File: config.mk
export PLATFORM = sky130hd
export DESIGN_NAME = ps2_scan_rx
export DESIGN_NICKNAME = d
export VERILOG_FILES = /design/src/rtl/ps2_pkg.sv /design/src/rtl/ps2_sync_edge.sv /design/src/rtl/ps2_scan_rx.sv
export SDC_FILE = /design/constraint.sdc
export NUM_CORES = 1
export LEC_CHECK = 0
export ABC_CLOCK_PERIOD_IN_PS = 3390
export BUFFER_PORTS_ARGS = -buffer_cell sky130_fd_sc_hd__buf_2
export CAP_MARGIN = 20
export CORE_MARGIN = 2
export CORE_UTILIZATION = 35
export CTS_BUF_LIST = sky130_fd_sc_hd__clkbuf_4
export CTS_CLUSTER_SIZE = 30
export DETAILED_ROUTE_END_ITERATION = 7
export PLACE_DENSITY = 0.59
export SYNTH_ARGS = -nofsm -noshare
export SYNTH_HDL_FRONTEND = slang
export SYNTH_HIERARCHICAL = 1
export SYNTH_SLANG_ARGS = --single-unit
File: constraint.sdc
create_clock -name clk -period 3.39 [get_ports clk]
set_clock_uncertainty 0.05 [all_clocks]
set_input_delay 0.1695 -clock clk [delete_from_list [all_inputs] [get_ports clk]]
set_output_delay 0.1695 -clock clk [all_outputs]
set_load 0.03 [all_outputs]
File: src/rtl/ps2_pkg.sv
// Shared PS/2 definitions: prefix bytes, receiver FSM states and event-word layout.
package ps2_pkg;

    localparam int unsigned SCAN_W   = 8;
    localparam int unsigned EVT_W    = 10;
    localparam int unsigned BITCNT_W = 3;

    localparam logic [SCAN_W-1:0] PS2_EXT = 8'hE0;
    localparam logic [SCAN_W-1:0] PS2_BRK = 8'hF0;

    localparam int unsigned EXT_BIT = 9;
    localparam int unsigned BRK_BIT = 8;

    typedef enum logic [1:0] {
        S_IDLE,
        S_DATA,
        S_PARITY,
        S_STOP
    } ps2_state_e;

endpackage

File: src/rtl/ps2_sync_edge.sv
// Synchronizes the PS/2 clock/data pins and strobes on each falling edge of the clock.
module ps2_sync_edge #(
    parameter int unsigned SYNC_STAGES = 2  // must be >= 2
) (
    input  logic clk,
    input  logic rst_n,
    input  logic ps2_clk,
    input  logic ps2_data,
    output logic data_sync,
    output logic fall
);

    logic [SYNC_STAGES-1:0] clk_sr;
    logic [SYNC_STAGES-1:0] dat_sr;
    logic                   clk_prev;

    // Chains reset to the idle-high line level so reset release never fakes an edge.
    always_ff @(posedge clk or negedge rst_n) begin
        if (!rst_n) begin
            clk_sr    <= '1;
            dat_sr    <= '1;
            clk_prev  <= 1'b1;
            data_sync <= 1'b1;
            fall      <= 1'b0;
        end else begin
            clk_sr    <= {clk_sr[SYNC_STAGES-2:0], ps2_clk};
            dat_sr    <= {dat_sr[SYNC_STAGES-2:0], ps2_data};
            clk_prev  <= clk_sr[SYNC_STAGES-1];
            data_sync <= dat_sr[SYNC_STAGES-1];
            fall      <= clk_prev & ~clk_sr[SYNC_STAGES-1];
        end
    end

endmodule

File: src/rtl/ps2_scan_rx.sv
// PS/2 keyboard receiver: deframes bytes and folds E0/F0 prefixes into {ext, brk, code} events.
module ps2_scan_rx
    import ps2_pkg::*;
#(
    parameter int unsigned SYNC_STAGES = 2,
    parameter int unsigned TIMEOUT     = 200_000
) (
    input  logic             clk,
    input  logic             rst_n,
    input  logic             ps2_clk,
    input  logic             ps2_data,
    output logic [EVT_W-1:0] data,
    output logic             ready,
    output logic             err
);

    localparam int unsigned WD_W = $clog2(TIMEOUT + 1);

    logic sdata;
    logic fall;

    ps2_sync_edge #(
        .SYNC_STAGES(SYNC_STAGES)
    ) u_sync (
        .clk      (clk),
        .rst_n    (rst_n),
        .ps2_clk  (ps2_clk),
        .ps2_data (ps2_data),
        .data_sync(sdata),
        .fall     (fall)
    );

    ps2_state_e           state,    state_n;
    logic [BITCNT_W-1:0]  bitcnt,   bitcnt_n;
    logic [SCAN_W-1:0]    shreg,    shreg_n;
    logic                 par,      par_n;
    logic                 ext_flag, ext_flag_n;
    logic                 brk_flag, brk_flag_n;
    logic [WD_W-1:0]      wdog,     wdog_n;
    logic [EVT_W-1:0]     data_n;
    logic                 ready_n;
    logic                 err_n;

    always_ff @(posedge clk or negedge rst_n) begin
        if (!rst_n) begin
            state    <= S_IDLE;
            bitcnt   <= '0;
            shreg    <= '0;
            par      <= 1'b0;
            ext_flag <= 1'b0;
            brk_flag <= 1'b0;
            wdog     <= '0;
            data     <= '0;
            ready    <= 1'b0;
            err      <= 1'b0;
        end else begin
            state    <= state_n;
            bitcnt   <= bitcnt_n;
            shreg    <= shreg_n;
            par      <= par_n;
            ext_flag <= ext_flag_n;
            brk_flag <= brk_flag_n;
            wdog     <= wdog_n;
            data     <= data_n;
            ready    <= ready_n;
            err      <= err_n;
        end
    end

    always_comb begin
        state_n    = state;
        bitcnt_n   = bitcnt;
        shreg_n    = shreg;
        par_n      = par;
        ext_flag_n = ext_flag;
        brk_flag_n = brk_flag;
        wdog_n     = wdog;
        data_n     = data;
        ready_n    = 1'b0;
        err_n      = 1'b0;

        // Watchdog only runs mid-frame; a fall always reloads it, even on the expiry cycle.
        if (fall) begin
            wdog_n = '0;
        end else if (state != S_IDLE) begin
            wdog_n = (wdog == WD_W'(TIMEOUT)) ? wdog : wdog + WD_W'(1);
        end

        if (fall) begin
            case (state)
                S_IDLE: begin
                    if (!sdata) begin
                        state_n  = S_DATA;
                        bitcnt_n = '0;
                    end else begin
                        err_n = 1'b1;
                    end
                end
                S_DATA: begin
                    shreg_n = {sdata, shreg[SCAN_W-1:1]};
                    if (bitcnt == BITCNT_W'(SCAN_W - 1)) begin
                        state_n = S_PARITY;
                    end else begin
                        bitcnt_n = bitcnt + BITCNT_W'(1);
                    end
                end
                S_PARITY: begin
                    par_n   = sdata;
                    state_n = S_STOP;
                end
                S_STOP: begin
                    state_n = S_IDLE;
                    if (sdata && (^{shreg, par})) begin
                        if (shreg == PS2_EXT) begin
                            ext_flag_n = 1'b1;
                        end else if (shreg == PS2_BRK) begin
                            brk_flag_n = 1'b1;
                        end else begin
                            data_n[EXT_BIT]      = ext_flag;
                            data_n[BRK_BIT]      = brk_flag;
                            data_n[SCAN_W-1:0]   = shreg;
                            ready_n              = 1'b1;
                            ext_flag_n           = 1'b0;
                            brk_flag_n           = 1'b0;
                        end
                    end else begin
                        err_n      = 1'b1;
                        ext_flag_n = 1'b0;
                        brk_flag_n = 1'b0;
                    end
                end
                default: state_n = S_IDLE;
            endcase
        end else if (state != S_IDLE && wdog == WD_W'(TIMEOUT)) begin
            state_n    = S_IDLE;
            bitcnt_n   = '0;
            ext_flag_n = 1'b0;
            brk_flag_n = 1'b0;
            wdog_n     = '0;
            err_n      = 1'b1;
        end
    end

endmodule

==> Word-level counts from Yosys, hierarchy flattened <==
Index checks and enable logic that the tools add are counted.
{ "totals": {"reg_bits": 53, "in_bits": 4, "out_inout_bits": 12, "word_cells": 84} }
{ "classes": {"n_addsub": 2, "eq_ne": 14, "muxes": 36, "bitwise_logic": 4, "reduce_logical": 13} }
{ "op_table": {"columns": ["op", "count"], "rows": [
  ["18-bit 2-to-1 mux", 5],
  ["1-bit 2-to-1 mux", 20],
  ["18-bit by 1-bit adder with 18-bit output (second input constant)", 1],
  ["18-bit equality test (second input constant)", 1],
  ["8-bit equality test (second input constant)", 2],
  ["3-bit inequality test (second input constant)", 5],
  ["3-bit 2-to-1 mux", 4],
  ["3-bit AND reduction", 3],
  ["9-bit XOR reduction", 1],
  ["2-bit 2-to-1 mux", 4],
  ["2-bit one-hot mux with 4 select lines", 1],
  ["3-bit one-hot mux with 2 select lines", 1],
  ["5-bit AND reduction", 1],
  ["2-bit equality test (second input constant)", 2],
  ["4-bit inequality test (second input constant)", 1],
  ["2-bit AND reduction", 2],
  ["4-bit AND reduction", 1],
  ["2-bit nonzero test", 2],
  ["3-bit by 1-bit adder with 3-bit output (second input constant)", 1],
  ["3-bit equality test (second input constant)", 1],
  ["1-bit inverter", 3],
  ["2-bit by 1-bit equality test with 1-bit output (second input constant)", 1],
  ["1-bit logical AND", 2],
  ["2-bit zero test", 1],
  ["other kinds (3)", 3]
]} }

==> Logic depth before layout (Yosys ltp) <==
Gate-level depths: netlist of the first run.
{ "depth": {"depth_word": 6, "mapped_depth": 9, "ltp_nobuf": 8} }

==> By module <==
The synthesis of the first run kept the hierarchy.
{ "modules_own_cells": {"columns": ["mod", "instances", "cells_each", "area_each_um2"], "rows": [
  ["ps2_scan_rx", 1, 232, 2433.6],
  ["ps2_sync_edge", 1, 8, 196.4]
]} }

==> Worst setup path before layout of the first run <==
OpenSTA, ideal clock, no wires.
{ "synth_path": {"kind": "reg2reg", "start": "register shreg[2]", "end": "register data[2]", "arrival_ns": 2.229, "required_ns": 3.215, "path_slack_ns": 0.987, "path_stages_with_launch": 7, "cell_sequence": "dfrtp_1 xor2_1 xnor3_2 xnor2_4 xor2_2 a311oi_4 mux2_2"} }
{ "synth_between": {"elab_chain_len": 3, "elab_cells_between_ends": 7} }
{ "synth_lines": {"columns": ["item", "line_no", "source"], "rows": [
  ["start: declaration", "ps2_scan_rx.sv:35", "logic [SCAN_W-1:0] shreg, shreg_n;"],
  ["start signal: assignment", "ps2_scan_rx.sv:59", "shreg <= shreg_n;"],
  ["8-bit equality test, or another cell as far along", "ps2_scan_rx.sv:116", "end else if (shreg == PS2_BRK) begin"],
  ["1-bit inverter (no source line) / 1-bit logical AND (equally long branches)", null, null],
  ["5-bit AND reduction (no source line)", null, null],
  ["end signal: assignment", "ps2_scan_rx.sv:64", "data <= data_n;"],
  ["end: declaration", "ps2_scan_rx.sv:12", "output logic [EVT_W-1:0] data,"]
]} }
Several ways; a longest one is shown, not always the timed one.
A chain may end at the register's enable or synchronous reset.

==> Worst setup path after layout of the first run <==
{ "layout_path": {"start": "register shreg[2]", "end": "register data[6]"} }
{ "layout_between": {"elab_chain_len": 3, "elab_cells_between_ends": 7} }
{ "layout_lines": {"columns": ["item", "line_no"], "rows": [
  ["8-bit equality test, or another cell as far along", "ps2_scan_rx.sv:116"],
  ["1-bit inverter (no source line) / 1-bit logical AND (equally long branches)", null],
  ["5-bit AND reduction (no source line) (*)", null]
]} }
Every way passes the cells marked *; elsewhere a longest branch is shown, timed or not.

==> results of run 1 <==
[placed cells by master (no fill, tap or decap), drive strengths merged, types with 4 or more instances in the layout]
cell / synthesis / layout
dfrtp: 47 / 47
nor2: 24 / 24
nand2: 19 / 19
buf: 3 / 19
mux2: 15 / 15
xor2: 14 / 14
inv: 11 / 11
o21ai: 11 / 11
xnor2: 10 / 10
nand3: 9 / 9
ha: 8 / 8
a21oi: 7 / 7
nand4: 6 / 6
dfstp: 6 / 6
clkbuf: 4 / 5
nor3: 4 / 4
o211ai: 4 / 4
o21a: 4 / 4
and3: 4 / 4
[routing by layer]
| metal | vias to the layer above | routed length, µm | track usage (%) |
|---|---|---|---|
| met4 | 0 | 70 | 4.615 |
| met2 | 26 | 1960 | 17.41 |
| met1 | 840 | 2404 | 17.50 |
| met5 | - | 0 | 0 |
| met3 | 6 | 154 | 1.920 |
| li1 | 877 | - | - |
[worst max-delay path: stages (launching register included)]
cell,delay [ns]
dfrtp_1,0.46
xor2_1,0.18
xnor3_2,0.54
xnor2_4,0.27
xor2_2,0.12
a311oi_4,0.55
mux2_2,0.39
[flip-flops by register name (all words and copies together) (netlist names)]
register          flops
wdog                 18
data                 10
shreg                 8
bitcnt                3
state                 2
u_sync/clk_sr         2
u_sync/dat_sr         2
brk_flag              1
err                   1
ext_flag              1
par                   1
ready                 1
u_sync/clk_prev       1
u_sync/data_sync      1
u_sync/fall           1
[repair_timing]
item | 4_1_cts | 5_1_grt
hold buffers | 3 | 0
buffers inserted | 0 | 0
endpoints found under the hold margin | 32 | 0
[cells in the mapped netlist (3+ instances only)]
library cell	instances	area [µm²]
dfstp_2	6	157.7
and3_1	3	18.77
xnor2_1	9	78.83
dfrtp_1	47	1176
ha_1	8	100.1
o21a_1	4	30.03
mux2_2	15	168.9
o211ai_1	4	30.03
nand3_1	9	45.04
nor2_1	24	90.09
nor4b_1	3	26.28
a21oi_1	7	35.03
nor3_1	4	20.02
inv_1	11	41.29
nand2_1	19	71.32
clkbuf_1	4	15.01
nand4_1	6	37.54
o21ai_0	11	55.05
xor2_1	13	113.9
[stage by stage]
| step | setup slack [ns] | std cells |
|---|---|---|
| detailed placement | 0.7513 | 351 |
| CTS | 0.7198 | 362 |
| floorplan | 0.9865 | 240 |
| global route | 0.5823 | 362 |
| global placement | 0.7795 | 351 |
| finish | 0.7351 | 362 |
[report_power, final]
group,switching [µW],internal (µW)
Sequential,57.9,688
Combinational,293,261
Clock,198,228
Total,549,1180
[worst min-delay path by stage]
stage                                   to  slack [ns]  depth (start not counted)
after detailed placement  u_sync/dat_sr[0]        0.23                          1
after global routing      u_sync/dat_sr[1]        0.32                          0
final                     u_sync/data_sync        0.32                          0
after floorplan                  bitcnt[0]       -0.18                          0
after CTS                 u_sync/data_sync        0.32                          0
after global placement    u_sync/dat_sr[0]        0.22                          1
[cell families (layout without fill, tap and decap cells)]
| logic type | after synthesis | after routing | synth area share, % |
|---|---|---|---|
| AND/OR/NAND/NOR | 84 | 84 | 16.56 |
| flip-flops | 53 | 53 | 50.71 |
| multiplexers | 16 | 16 | 6.803 |
| AO/OA/AOI/OAI | 36 | 36 | 9.610 |
| buffers and inverters | 18 | 41 | 2.616 |
| XOR/XNOR | 25 | 25 | 9.896 |
| adder cells (fa/ha/maj) | 8 | 8 | 3.806 |
[cell type report]
cell class / instances / area [µm²] / area share [%]
Clock inverter: 3 / 65.06 / 2.195
Tap cell: 99 / 123.9 / 4.179
Sequential cell: 53 / 1334 / 45.00
Inverter: 11 / 41.29 / 1.393
Timing Repair Buffer: 22 / 135.1 / 4.559
Multi-Input combinational cell: 169 / 1227 / 41.41
Clock buffer: 5 / 37.54 / 1.266
==> impl_metrics.env, run 1 <==
export IMPL_outcome="finished, final reports clean"
export IMPL_coreArea_um2=7253
export IMPL_syn_cell_area_um2=2630
export IMPL_final_util_pct=40.87
export IMPL_ios=16
export IMPL_finalSetupViolations=0
export IMPL_placed_area_um2=2831
export IMPL_die_w_um=90.69
export IMPL_std_cell_rows=31
export IMPL_cellPowerDensity_nw_per_um2=582.7
export IMPL_start_kind="register"
export IMPL_ys_ff_latch=53
export IMPL_drt_first_pass_iters=4
export IMPL_rrSetupSlack_ns=0.74
export IMPL_worst_ep_arrival_time_ns=2.88
export IMPL_area_growth_pct=12.70
export IMPL_setup_tns_ns=0
export IMPL_r2r_end="data[6]"
export IMPL_num_vias=1749
export IMPL_crit_end="data[6]"
export IMPL_cp_max_fo=8
export IMPL_crit_required_ns=3.62
export IMPL_startpoint="shreg[2]"
export IMPL_path_clk_slew_ns=0.16
export IMPL_min_from="u_sync/dat_sr[1]"
export IMPL_fillers=717
export IMPL_clock_latency_ns=0.37
export IMPL_drv_cap=0
export IMPL_finalHoldViolations=0
export IMPL_reg2reg_from="shreg[2]"
export IMPL_hp_class="reg -> reg"
export IMPL_fin_crit_ns=2.655
export IMPL_rsz0062_at_grt="false"
export IMPL_fp_dieArea_um2=8224
export IMPL_worstRegToRegCells=6
export IMPL_clock_sinks=53
export IMPL_drive_gt1_share_pct=22.43
export IMPL_place_detailed_hpwl_um=3176
export IMPL_synth_yosys_warnings=6
export IMPL_cp_end_kind="register"
export IMPL_gp_congestion=0.7544
export IMPL_die_height_um=90.69
export IMPL_cts_buffers_inserted=5
export IMPL_ys_seq_area_share_pct=50.71
export IMPL_avgSynthCellArea_um2=10.96
export IMPL_period_share_pct=78.32
export IMPL_whs_ns=0.3159
export IMPL_maxSlewHeadroom_pct=47.62
export IMPL_fin_area_um2=2964
export IMPL_io_buffers=15
export IMPL_drc=0
export IMPL_wirelength_um=4589
export IMPL_crit_type="reg -> reg"
export IMPL_first_global_vias=1677
export IMPL_synth_edf_count=0
export IMPL_peakVddDrop_v=0.0003567
export IMPL_start_util_pct=36.26
export IMPL_tightestPinTransition_ns=0.7856
export IMPL_drt_initial_drc_count=89
export IMPL_max_freq_mhz=376.7
export IMPL_antenna_found_initial=0
export IMPL_syn_nets=252
export IMPL_htreeDepth=2
export IMPL_ys_types=45
export IMPL_groute_usage_overall_pct=11.88
export IMPL_grt_pass1_wl_um=8073
export IMPL_grt_max_degree=36
export IMPL_diodes=0
export IMPL_cts_tree="built"
export IMPL_finalPower_uw=1727
export IMPL_cts_resized=0
export IMPL_wl_per_cell_um=12.68
export IMPL_ys_flop_type="dfrtp_1"
export IMPL_overflow=0
export IMPL_drv_slew=0
export IMPL_synthCells=240
export IMPL_cts_buffer_depth=2
export IMPL_power_leakage_uw=0.001381
export IMPL_nets=274
export IMPL_avgViaCountPerCell=4.831
export IMPL_ctsRootBufferMaster="clkbuf_4"
export IMPL_ant_nets=0
export IMPL_ys_async_sr_fraction_pct=100.0
Power figures use the tool's default switching activity.
==> run 2, diff against run 1 <==
- ABC_CLOCK_PERIOD_IN_PS: 3390 -> 2800
- clock period: 3.39 -> 2.8 ns (I/O delays scaled with it)
==> run 2 against run 1 <==
Compared with the run above: final area grew 0.25%; count of clock-buffer cells in the layout is the same; core utilization grew 0.10 points; sequential power grew 21%; critical path depth is the same.
==> impl_metrics.env, run 2 (synthesized netlist as in run 1, its figures left out) <==
export IMPL_outcome="finished, final reports clean"
export IMPL_path_delay_family="XOR/XNOR gates"
export IMPL_place_ws_ns=0.09208
export IMPL_std_cell_rows=31
export IMPL_cts_resized=0
export IMPL_nets=275
export IMPL_drive_gt1_share_pct=22.73
export IMPL_finalHoldViolations=0
export IMPL_antenna_found_initial=0
export IMPL_drt_first_pass_iters=4
export IMPL_fin_crit_ns=2.660
export IMPL_area_growth_pct=12.99
export IMPL_setup_tns_ns=0
export IMPL_cts_tree="built"
export IMPL_final_common_cell="dfrtp_1"
export IMPL_hp_class="in -> async"
export IMPL_fillers=720
export IMPL_startpoint="shreg[2]"
export IMPL_cpPeakStageDelay_ns=0.53
export IMPL_path_buf_inv=0
export IMPL_groute_usage_overall_pct=12.29
export IMPL_crit_type="reg -> reg"
export IMPL_mostFrequentLayoutCells="47 x dfrtp_1, 24 x nor2_1, 19 x nand2_1"
export IMPL_die_w_um=90.69
export IMPL_clock_latency_ns=0.37
export IMPL_overflow=0
export IMPL_fp_dieArea_um2=8224
export IMPL_setup_slack_ns=0.1404
export IMPL_final_util_pct=40.97
export IMPL_drc=0
export IMPL_start_kind="register"
export IMPL_cts_buffer_depth=2
export IMPL_num_vias=1759
export IMPL_ant_nets=0
export IMPL_largest_register_ffs=18
export IMPL_wirelength_um=4689
export IMPL_start_util_pct=36.26
export IMPL_period_share_pct=94.99
export IMPL_reg2reg_from="shreg[2]"
export IMPL_multi_input_area_um2=1227
export IMPL_gp_congestion=0.7610
export IMPL_cp_max_fo=8
export IMPL_avgViaCountPerCell=4.846
export IMPL_diodes=0
export IMPL_coreArea_um2=7253
export IMPL_clock_sinks=53
export IMPL_tightestPinTransition_ns=0.5411
export IMPL_grt_max_degree=41
export IMPL_crit_required_ns=3.02
export IMPL_peakVddDrop_v=0.0004925
export IMPL_wl_per_cell_um=12.92
export IMPL_drv_cap=0
export IMPL_seqCellArea_um2=1334
export IMPL_finalSetupViolations=0
export IMPL_cp_end_kind="register"
export IMPL_cp_cell_sequence="xor2_1 > xnor3_2 > xnor2_4 > xor2_2 > a311oi_4 > mux2_2"
export IMPL_first_global_vias=1686
export IMPL_io_buffers=15
export IMPL_maxSlewHeadroom_pct=63.93
export IMPL_ios=16
export IMPL_cp_slowest_cell="xnor3_2"
export IMPL_max_freq_mhz=376.0
export IMPL_htreeDepth=2
export IMPL_path_clk_slew_ns=0.16
export IMPL_cts_buffers_inserted=5
export IMPL_die_height_um=90.69
export IMPL_grt_pass1_wl_um=8266
export IMPL_drv_slew=0
export IMPL_worst_ep_arrival_time_ns=2.88
export IMPL_power_leakage_uw=0.001386
export IMPL_largest_registers="wdog x18, data x10, shreg x8"
export IMPL_place_detailed_hpwl_um=3262
export IMPL_rsz0062_at_grt="false"
export IMPL_cellPowerDensity_nw_per_um2=706.3
export IMPL_ctsRootBufferMaster="clkbuf_4"
export IMPL_drt_initial_drc_count=62
export IMPL_regMostFlops="wdog"
[run 2: cell count changes in the layout (fill, tap and decap cells not counted)]
cell	change
buf_4	+1
[run 2: power by group]
part	switching, µW	internal, µW
Sequential	66.6	833
Combinational	359	318
Clock	245	277
Total	671	1430
[run 2: routing by layer]
metal  global-route usage (%)  vias up  routed length (µm)  share of wire (%)
li1                         -      886                   -                  -
met1                    17.18      850                2399                 51
met2                    18.84       17                2092                 45
met3                    2.254        6                 118                2.5
met4                    4.872        0                  79                1.7
met5                        0        -                   0                  0
[run 2: cell type report]
| type | count | area share [%] |
|---|---|---|
| timing repair buffer | 23 | 4.800 |
| clock buffer | 5 | 1.263 |
| tap | 99 | 4.168 |
| inverter | 11 | 1.389 |
| sequential | 53 | 44.88 |
| multi-input combinational | 169 | 41.31 |
| clock inverter | 3 | 2.189 |
[run 2: final timing paths]
| check | endpoint | slack [ns] | depth (start not counted) |
|---|---|---|---|
| setup / recovery | data[6] | 0.14 | 6 |
| hold / removal | wdog[10] | 0.12 | 2 |
| setup reg to reg | data[6] | 0.14 | 6 |
| hold reg to reg | u_sync/clk_sr[1] | 0.32 | 0 |
| max in group asynchronous | u_sync/clk_sr[0] | 1.74 | 3 |
| min in group clk | u_sync/clk_sr[1] | 0.32 | 0 |
[run 2: timing repair]
item / 4_1_cts / 5_1_grt
endpoints found under the hold margin: 15 / 0
buffers inserted: 0 / 0
hold buffers: 3 / 0
setup endpoints to repair: 0 / 2
[run 2: through the flow]
stage / cells / hold slack [ns] / area [µm²] / power [µW]
after detailed placement: 352 / 0.01397 / 2839 / 1597
after global routing: 363 / 0.1350 / 2972 / 2225
after global placement: 352 / 0.008672 / 2839 / 1580
after CTS: 363 / 0.1134 / 2972 / 2135
after floorplan: 240 / -0.2056 / 2630 / 1467
final: 363 / 0.1163 / 2972 / 2099
==> run 3, diff against run 2 <==
- ABC_CLOCK_PERIOD_IN_PS: 2800 -> 2700
- clock period: 2.8 -> 2.7 ns (I/O delays scaled with it)
==> run 3 against run 2 <==
Compared with the run above: core utilization is 0.33 points lower; global-route usage is 0.35 points lower; clock power is 28% lower; non-clock buffer count is 2 higher; largest cell class unchanged; highest routed layer unchanged.
==> impl_metrics.env, run 3 (synthesized netlist as in run 1, its figures left out) <==
export IMPL_diodes=0
export IMPL_cts_tree="built"
export IMPL_cp_max_fo=8
export IMPL_peakVddDrop_v=0.0004351
export IMPL_ios=16
export IMPL_maxSlewHeadroom_pct=67.46
export IMPL_wl_met1_um=2439
export IMPL_cts_buffers_inserted=5
export IMPL_path_clk_slew_ns=0.16
export IMPL_finalHoldViolations=0
export IMPL_wl_per_cell_um=12.75
export IMPL_power_share_switching_pct=35.07
export IMPL_rsz0062_at_grt="false"
export IMPL_cp_end_kind="register"
export IMPL_p_sw_uw=706.8
export IMPL_cellPowerDensity_nw_per_um2=683.6
export IMPL_worst_ep_arrival_time_ns=2.76
export IMPL_cts_resized=0
export IMPL_start_kind="register"
export IMPL_start_util_pct=36.26
export IMPL_drv_slew=0
export IMPL_fin_crit_ns=2.529
export IMPL_met3_length_um=134
export IMPL_drv_cap=0
export IMPL_hp_class="in -> async"
export IMPL_ctsRootBufferMaster="clkbuf_4"
export IMPL_cts_setup_buffers=0
export IMPL_coreArea_um2=7253
export IMPL_drt_first_pass_iters=4
export IMPL_crit_type="reg -> reg"
export IMPL_io_buffers=15
export IMPL_die_w_um=90.69
export IMPL_largest_registers="wdog x18, data x10, shreg x8"
export IMPL_wirelength_um=4652
export IMPL_fin_area_um2=2948
export IMPL_antenna_found_initial=0
export IMPL_mostFrequentLayoutCells="47 x dfrtp_1, 24 x nor2_1, 19 x nand2_1"
export IMPL_rrSetupSlack_ns=0.17
export IMPL_cts_buffer_depth=2
export IMPL_drc=0
export IMPL_std_cell_rows=31
export IMPL_num_vias=1752
export IMPL_first_global_vias=1685
export IMPL_overflow=0
export IMPL_p_int_uw=1308
export IMPL_grt_max_degree=40
export IMPL_ant_nets=0
export IMPL_outcome="finished, final reports clean"
export IMPL_period_share_pct=93.67
export IMPL_htreeDepth=2
export IMPL_clock_latency_ns=0.37
export IMPL_place_detailed_hpwl_um=3307
export IMPL_max_freq_mhz=395.4
export IMPL_finalSetupViolations=0
export IMPL_placed_area_um2=2854
export IMPL_power_frac_comb_pct=35.0
export IMPL_power_frac_seq_pct=46.3
export IMPL_grt_pass1_wl_um=8121
export IMPL_clock_sinks=53
export IMPL_clock_power_share_pct=18.7
export IMPL_gp_congestion=0.7693
export IMPL_area_growth_pct=12.08
export IMPL_nets=277
export IMPL_final_common_cell="dfrtp_1"
export IMPL_final_util_pct=40.64
export IMPL_largest_register_ffs=18
export IMPL_tightestPinTransition_ns=0.4880
export IMPL_drt_initial_drc_count=73
export IMPL_drive_gt1_share_pct=23.31
export IMPL_die_height_um=90.69
export IMPL_regMostFlops="wdog"
export IMPL_power_leakage_uw=0.001376
export IMPL_avgViaCountPerCell=4.800
export IMPL_groute_usage_overall_pct=11.94
export IMPL_routed_wl_met2_um=2009
export IMPL_fp_dieArea_um2=8224
export IMPL_dr_max_layer_used="met4"
export IMPL_crit_required_ns=2.93
export IMPL_setup_tns_ns=0
## run 3: changes by cell type in the layout (fill, tap and decap cells not counted), sizes merged
cell    delta
buf        +2
bufinv     -2
clkinv     +1
inv        +1
## run 3: what timing repair did
action | 4_1_cts | 5_1_grt
endpoints found under the setup margin | 0 | 0
hold buffers | 3 | 0
endpoints found under the hold margin | 16 | 0
## run 3: per-stage QoR
stage | hold WS, ns | std cells | setup WS, ns | power (µW)
detailed placement | 0.01579 | 354 | 0.1736 | 1664
finish | 0.1234 | 365 | 0.1709 | 2015
floorplan | -0.2106 | 240 | 0.2965 | 1521
global placement | 0.01287 | 354 | 0.2087 | 1648
CTS | 0.1182 | 365 | 0.1415 | 2051
global route | 0.1355 | 365 | 0.06478 | 2169
## run 3: layer usage
layer / GRT usage (%) / up-vias
met4: 3.846 / 0
met2: 18.16 / 24
li1: - / 891
met3: 1.920 / 5
met5: 0 / -
met1: 17.38 / 832
## run 3: cell type report
type | count | area (µm²)
fill | 728 | 4305
tap | 99 | 123.9
timing repair buffer | 25 | 157.7
clock inverter | 3 | 26.28
inverter | 11 | 41.29
multi-input combinational | 169 | 1227
clock buffer | 5 | 37.54
sequential | 53 | 1334
## run 3: power groups by stage
| stage | Clock, µW | Sequential, µW | Combinational (µW) |
|---|---|---|---|
| detailed placement | 0 | 951 | 713 |
| CTS | 397 | 935 | 718 |
| global route | 427 | 948 | 795 |
| global placement | 0 | 946 | 701 |
| finish | 376 | 934 | 705 |
| floorplan | 0 | 934 | 587 |
## run 3: final timing paths
| kind | depth (start not counted) | start | end |
|---|---|---|---|
| worst min register to register | 0 | u_sync/clk_sr[0] | u_sync/clk_sr[1] |
| max in group asynchronous | 3 | rst_n | u_sync/clk_sr[0] |
| min in group clk | 0 | u_sync/clk_sr[0] | u_sync/clk_sr[1] |
| worst min-delay path | 2 | rst_n | wdog[10] |
| worst max-delay path | 7 | shreg[2] | data[7] |
| worst max register to register | 7 | shreg[2] | data[7] |
## run 3: worst max-delay path, stage by stage, from the launching register on
cell	delay, ns
dfrtp_1	0.45
xor2_1	0.17
xnor3_2	0.54
xnor2_4	0.26
xor2_2	0.12
a311oi_4	0.29
buf_4	0.21
mux2_2	0.34
